==> config.mk <==
export PLATFORM = sky130hd
export DESIGN_NAME = wave_sample_fetcher
export DESIGN_NICKNAME = d
export VERILOG_FILES = /design/src/rtl/wave_pkg.sv /design/src/rtl/wave_phase_accum.sv /design/src/rtl/wave_sample_fetcher.sv
export SDC_FILE = /design/constraint.sdc
export NUM_CORES = 1
export LEC_CHECK = 0
export CAP_MARGIN = 20
export CORE_MARGIN = 5
export CORE_UTILIZATION = 58
export CTS_BUF_LIST = sky130_fd_sc_hd__clkbuf_4 sky130_fd_sc_hd__clkbuf_8 sky130_fd_sc_hd__clkbuf_16
export DETAILED_ROUTE_END_ITERATION = 8
export PLACE_DENSITY = 0.95
export SLEW_MARGIN = 30
export SYNTH_ARGS = -nofsm -noshare
export SYNTH_HDL_FRONTEND = slang
export SYNTH_SLANG_ARGS = --single-unit
==> constraint.sdc <==
create_clock -name clk -period 5.1 [get_ports clk]
set_input_delay 0.51 -clock clk [delete_from_list [all_inputs] [get_ports clk]]
set_output_delay 0.51 -clock clk [all_outputs]
set_load 0.01 [all_outputs]
==> src/rtl/wave_pkg.sv <==
// Shared wavetable constants and fetch FSM state encoding, also used by the interpolator bench.
package wave_pkg;

  localparam int DEF_ACC_W  = 24;
  localparam int DEF_ADDR_W = 8;
  localparam int DEF_FRAC_W = 9;
  localparam int DEF_DATA_W = 8;
  localparam int OVR_W      = 8;

  typedef enum logic [2:0] {
    IDLE  = 3'd0,
    ADDR2 = 3'd1,
    DATA1 = 3'd2,
    DATA2 = 3'd3,
    OUT   = 3'd4
  } wave_state_e;

endpackage

==> src/rtl/wave_phase_accum.sv <==
// Phase accumulator: advances by the tuning word on each tick and exposes the pre-tick
// phase split into table index and interpolation fraction.
module wave_phase_accum #(
  parameter int ACC_W  = 24,
  parameter int ADDR_W = 8,
  parameter int FRAC_W = 9
) (
  input  logic              clk,
  input  logic              rst_n,
  input  logic              tick_i,
  input  logic              sync_i,
  input  logic [ACC_W-1:0]  tuning_word_i,
  output logic [ADDR_W-1:0] idx_o,
  output logic [FRAC_W-1:0] frac_o
);

  logic [ACC_W-1:0] acc_q, acc_d, base;

  // A sync forces the phase used this cycle to zero, so a coincident tick fetches phase 0.
  assign base = sync_i ? '0 : acc_q;

  always_comb begin
    acc_d = acc_q;
    if (tick_i)      acc_d = base + tuning_word_i;
    else if (sync_i) acc_d = '0;
  end

  always_ff @(posedge clk or negedge rst_n) begin
    if (!rst_n) acc_q <= '0;
    else        acc_q <= acc_d;
  end

  assign idx_o  = base[ACC_W-1 -: ADDR_W];
  assign frac_o = base[ACC_W-ADDR_W-1 -: FRAC_W];

endmodule

==> src/rtl/wave_sample_fetcher.sv <==
// Wavetable read side: fetches two adjacent samples per tick and hands (wave1, wave2, fraction)
// to the interpolator. Optional PHASE_SYNC_EN adds a phase_sync input that zeroes the phase.
module wave_sample_fetcher
  import wave_pkg::*;
#(
  parameter int ACC_W  = DEF_ACC_W,
  parameter int ADDR_W = DEF_ADDR_W,
  parameter int FRAC_W = DEF_FRAC_W,
  parameter int DATA_W = DEF_DATA_W
) (
  input  logic              clk,
  input  logic              rst_n,
  input  logic              tick,
  input  logic [ACC_W-1:0]  tuning_word,
`ifdef PHASE_SYNC_EN
  input  logic              phase_sync,
`endif
  output logic              mem_rd,
  output logic [ADDR_W-1:0] mem_addr,
  input  logic [DATA_W-1:0] mem_rdata,
  output logic [DATA_W-1:0] wave1,
  output logic [DATA_W-1:0] wave2,
  output logic [FRAC_W-1:0] fraction,
  output logic              out_valid,
  input  logic              out_ready,
  output logic [OVR_W-1:0]  overrun_cnt
);

  logic              sync;
  logic [ADDR_W-1:0] idx;
  logic [FRAC_W-1:0] frac;

`ifdef PHASE_SYNC_EN
  assign sync = phase_sync;
`else
  assign sync = 1'b0;
`endif

  wave_phase_accum #(
    .ACC_W (ACC_W),
    .ADDR_W(ADDR_W),
    .FRAC_W(FRAC_W)
  ) u_accum (
    .clk          (clk),
    .rst_n        (rst_n),
    .tick_i       (tick),
    .sync_i       (sync),
    .tuning_word_i(tuning_word),
    .idx_o        (idx),
    .frac_o       (frac)
  );

  wave_state_e       state_q;
  logic [ADDR_W-1:0] idx_q;
  logic [FRAC_W-1:0] frac_snap_q;
  logic              mem_rd_q;
  logic [ADDR_W-1:0] mem_addr_q;
  logic [DATA_W-1:0] wave1_q, wave2_q;
  logic [FRAC_W-1:0] fraction_q;
  logic              out_valid_q;
  logic [OVR_W-1:0]  ovr_q;
  logic              launch;

  // A tick starts a fetch only when idle or when the current triple is being accepted.
  assign launch = tick && ((state_q == IDLE) || ((state_q == OUT) && out_ready));

  always_ff @(posedge clk or negedge rst_n) begin
    if (!rst_n) begin
      state_q     <= IDLE;
      idx_q       <= '0;
      frac_snap_q <= '0;
      mem_rd_q    <= 1'b0;
      mem_addr_q  <= '0;
      wave1_q     <= '0;
      wave2_q     <= '0;
      fraction_q  <= '0;
      out_valid_q <= 1'b0;
      ovr_q       <= '0;
    end else begin
      case (state_q)
        IDLE, OUT: begin
          if (state_q == OUT && out_ready) begin
            out_valid_q <= 1'b0;
            state_q     <= IDLE;
          end
          if (launch) begin
            idx_q       <= idx;
            frac_snap_q <= frac;
            mem_rd_q    <= 1'b1;
            mem_addr_q  <= idx;
            state_q     <= ADDR2;
          end
        end
        ADDR2: begin
          mem_addr_q <= idx_q + ADDR_W'(1);
          mem_rd_q   <= 1'b1;
          state_q    <= DATA1;
        end
        DATA1: begin
          wave1_q  <= mem_rdata;
          mem_rd_q <= 1'b0;
          state_q  <= DATA2;
        end
        DATA2: begin
          wave2_q     <= mem_rdata;
          fraction_q  <= frac_snap_q;
          out_valid_q <= 1'b1;
          state_q     <= OUT;
        end
        default: state_q <= IDLE;
      endcase
      if (tick && !launch && ovr_q != {OVR_W{1'b1}})
        ovr_q <= ovr_q + OVR_W'(1);
    end
  end

  assign mem_rd      = mem_rd_q;
  assign mem_addr    = mem_addr_q;
  assign wave1       = wave1_q;
  assign wave2       = wave2_q;
  assign fraction    = fraction_q;
  assign out_valid   = out_valid_q;
  assign overrun_cnt = ovr_q;

endmodule

==> key figures <==
Status
  • Status: finished, final reports clean

Timing
  • Period utilisation layout: a little over half
  • Final number of hold-violating endpoints: 0
  • Remaining max-slew budget at the tightest pin: roughly 44%
  • TNS Setup: 0 ns
  • Worst Skew: ~0.012 ns
  • Worst Max-Slew Pin Slew: 0.8356 ns
  • Final setup slack of the worst path: around 2.4 ns
  • Max Transition Viols Final: 0
  • Final setup violation count: 0
  • Final Critical Period: about 2.7 ns
  • Worst-case hold slack: about 0.17 ns
  • RSZ-0062 raised after global routing: no
  • Highest clock rate: 367.0 MHz

Synth
  • Per-instance average area after synthesis: approximately 10 µm²
  • Most common cell in the netlist: sky130_fd_sc_hd__dfrtp_1
  • Count of unique library cells instantiated by Yosys: 63
  • Cell types with the largest area share after synthesis: sky130_fd_sc_hd__dfrtp_1 (46%), sky130_fd_sc_hd__mux2_2 (9.9%), sky130_fd_sc_hd__nand2_1 (6.7%)
  • Ys flop type: sky130_fd_sc_hd__dfrtp_1
  • Synthesized flop and latch total: just under 90
  • Yosys top cell area share: between 40% and 50%
  • Cell area after technology mapping: about 0.0048 mm²
  • Post-Synthesis Net Count: 529
  • Number of flops mapped to enable cells by yosys: 0
  • Proportion of synthesized chip area in sequential cells: 45.53%
  • YS warnings: 0
  • Post-synthesis async set-or-reset flop share: 100.0%
  • Largest area contributor in the netlist: sky130_fd_sc_hd__dfrtp_1
  • Most numerous cell types in the synthesized netlist: sky130_fd_sc_hd__dfrtp_1 (87), sky130_fd_sc_hd__nand2_1 (85), sky130_fd_sc_hd__mux2_2 (42), sky130_fd_sc_hd__a21oi_1 (29), sky130_fd_sc_hd__ha_1 (25)
  • Synth Instances: 467

Setup path
  • Kind of cell with the highest combined delay on the critical path: compound AO/OA/AOI/OAI gates
  • Required arrival time at the worst endpoint: between 5 and 6 ns
  • Worst-path maximum fanout: 4
  • Critical Path Max Stage Delay: ~0.43 ns
  • Worst Path Arrival: a little under 3 ns
  • Cell with the largest stage delay on the worst path: sky130_fd_sc_hd__a2111oi_4
  • Series of cell instances along the critical path: clkdlybuf4s50_1 -> ha_1 -> fa_1 -> a21oi_1 -> o22ai_2 -> a2111oi_4 -> o211ai_2 -> xor2_1 -> mux2_2
  • Type of element launching the critical path: input port
  • Buffers plus inverters on the worst setup path: 1
  • Kind of critical path: in2reg
  • Type of element capturing the critical path: register

Placement
  • Port Buf Inserts: 78
  • Placement Cell Area: 0.005634 mm²
  • Gpl congestion: a little under 1
  • Detailed placement HPWL: ~8200 µm
  • Placed Cells incl. Taps: about 640
  • Worst slack at placement: slightly below 2 ns

Layout
  • Layout Cells excl Fill: around 650
  • Final net count: about 600
  • Area taken by multi-input logic gates: 0.002484 mm²
  • Filler cell count in the final layout: 562
  • Sequential cell area: between 0.002 and 0.0025 mm²
  • Number of diodes added for antenna fixing: 0
  • Layout cell share with drive strength beyond 1: a little over an eighth
  • Layout Area Growth over Synthesis: 21.98%
  • Utilization after layout: 71.71%
  • Post-Layout Inst Area: between 0.005 and 0.006 mm²

Drt
  • 1st-pass router iterations: 7
  • Final Routed Wirelength: between 10000 and 15000 µm
  • Routed via count: 3917
  • Routed wire length on met2: ~5700 µm
  • Wire length the detailed router placed on met1: around 4600 µm
  • Initial DRC count: 354
  • Routed length per placed instance: 17.41 µm
  • Met3 wirelength from detailed routing: 794 µm
  • Detailed-route vias per instance: ~6.0
  • DRT antenna net count: 0
  • Number of remaining DRC errors: 0
  • Highest metal layer with signal wires: met4

CTS
  • Root Buffer: sky130_fd_sc_hd__clkbuf_8
  • Number of setup buffers added after CTS: 0
  • Sink Count: 87
  • Worst skew pair latency: 0.37 ns
  • Number of buffers added by the clock tree synthesis step: 9
  • Number of gates given a new drive strength after cts: 0
  • Worst-path clk slew: around 0.090 ns
  • Clock tree from TritonCTS: yes
  • Largest buffer count on any clock path: 2
  • Number of hold buffers added after cts: 0
  • Number of levels the H-tree was split into: 3

GRT
  • Remaining global-route overflow: 0
  • Tot GR Track Use: a little under a quarter
  • Maximum number of pins on one net before global-route repair: just under 90
  • Initial antenna violation count: 0
  • Vias in the first global route: about 4000
  • First-pass GRT wire length: 18800 µm

Pwr
  • Overall Power: between 3 and 4 mW
  • Worst-case vdd ir drop: between 0.2 and 0.3 mV
  • Power per standard cell area: 661.9 mW/mm²
  • Lkg Pwr: about 2.5 nW

Floorplanning
  • Standard cell core area: 0.008134 mm²
  • Number of placement rows: 33
  • Top-level I/O count: 79
  • Chip height: about 100 µm
  • Die ar.: approximately 0.01 mm²
  • Initial Utilization: 58.79%
  • Horizontal die dimension: a little over 100 µm

Job
  • Maximum capacitance violations: 0

Hold path
  • Worst hold-check path type: in2async
==> cell type report <==
class,instances,area share (%)
tap,105,2.252
sequential,87,37.32
multi-input combinational,352,42.58
clock inverter,7,1.287
inverter,10,0.6435
clock buffer,9,2.124
timing repair buffer,81,13.79
==> layout by cell type (no fill, tap or decap), drive strengths merged, types with 2 or more instances in the layout <==
cell type / Yosys / final
dfrtp: 87 / 87
nand2: 85 / 85
clkdlybuf4s50: 0 / 77
mux2: 42 / 42
a21oi: 31 / 31
ha: 25 / 25
nor2: 24 / 24
xnor2: 20 / 20
o21ai: 15 / 15
inv: 10 / 13
nand3: 12 / 12
nand4: 11 / 11
xor2: 9 / 9
clkbuf: 11 / 9
o211ai: 9 / 9
nand2b: 5 / 5
a22oi: 5 / 5
and3: 5 / 5
a211oi: 4 / 4
buf: 7 / 4
a21o: 3 / 3
nor3: 3 / 3
and2: 3 / 3
o31ai: 3 / 3
clkinv: 0 / 3
o211a: 2 / 2
nor2b: 2 / 2
nor4: 2 / 2
and4: 2 / 2
o221ai: 2 / 2
a41oi: 2 / 2
or3: 2 / 2
a21boi: 2 / 2
o311ai: 2 / 2
==> logic make-up (layout without fill, tap and decap cells) <==
kind of cell,Yosys count,in the layout,synth area share [%]
and+or+nand+nor,163,163,15.67
AOI/OAI and AO/OA,91,91,13.89
xor gates and xnor gates,29,29,5.311
buffers and inverters,28,107,2.538
DFF,87,87,45.53
muxes,43,43,10.10
adders and majority gates,26,26,6.960
==> sequential cells by signal, indices dropped and copies added (netlist names) <==
signal	count
wave2	8
fraction	9
u_accum.acc_q	24
idx_q	8
wave1	8
overrun_cnt	8
mem_rd	1
frac_snap_q	9
out_valid	1
mem_addr	8
state_q	3
==> worst paths after layout <==
kind                       slack (ns)  depth (start not counted)                end              from
setup / recovery                 2.38                          9  u_accum.acc_q[18]    tuning_word[0]
hold / removal                   0.17                          1        fraction[1]             rst_n
setup reg to reg                 2.54                          8  u_accum.acc_q[18]  u_accum.acc_q[0]
hold reg to reg                  0.48                          2        mem_addr[1]       mem_addr[1]
max in group asynchronous        4.38                          1   u_accum.acc_q[5]             rst_n
min in group clk                 0.48                          2        mem_addr[1]       mem_addr[1]
==> power breakdown <==
group          switching [mW]  internal, mW  total [mW]
clock                   0.287         0.193       0.480
combinational            1.06          1.02        2.09
sequential              0.263          1.03        1.29
total                    1.61          2.25        3.86
==> worst register-to-register path: stages, from the launching register on <==
cell and delay, ns:
sky130_fd_sc_hd__dfrtp_1 0.39, sky130_fd_sc_hd__ha_1 0.22, sky130_fd_sc_hd__fa_1 0.41, sky130_fd_sc_hd__a21oi_1 0.25, sky130_fd_sc_hd__o22ai_2 0.16, sky130_fd_sc_hd__a2111oi_4 0.43
sky130_fd_sc_hd__o211ai_2 0.14, sky130_fd_sc_hd__xor2_1 0.16, sky130_fd_sc_hd__mux2_2 0.29
==> per-layer routing <==
layer / global-route usage (%) / up-vias
met5: 0 / -
met4: 9.845 / 0
met3: 4.014 / 22
met2: 39.34 / 183
met1: 29.45 / 1882
li1: - / 1830
(Power assumes the default switching activity.)
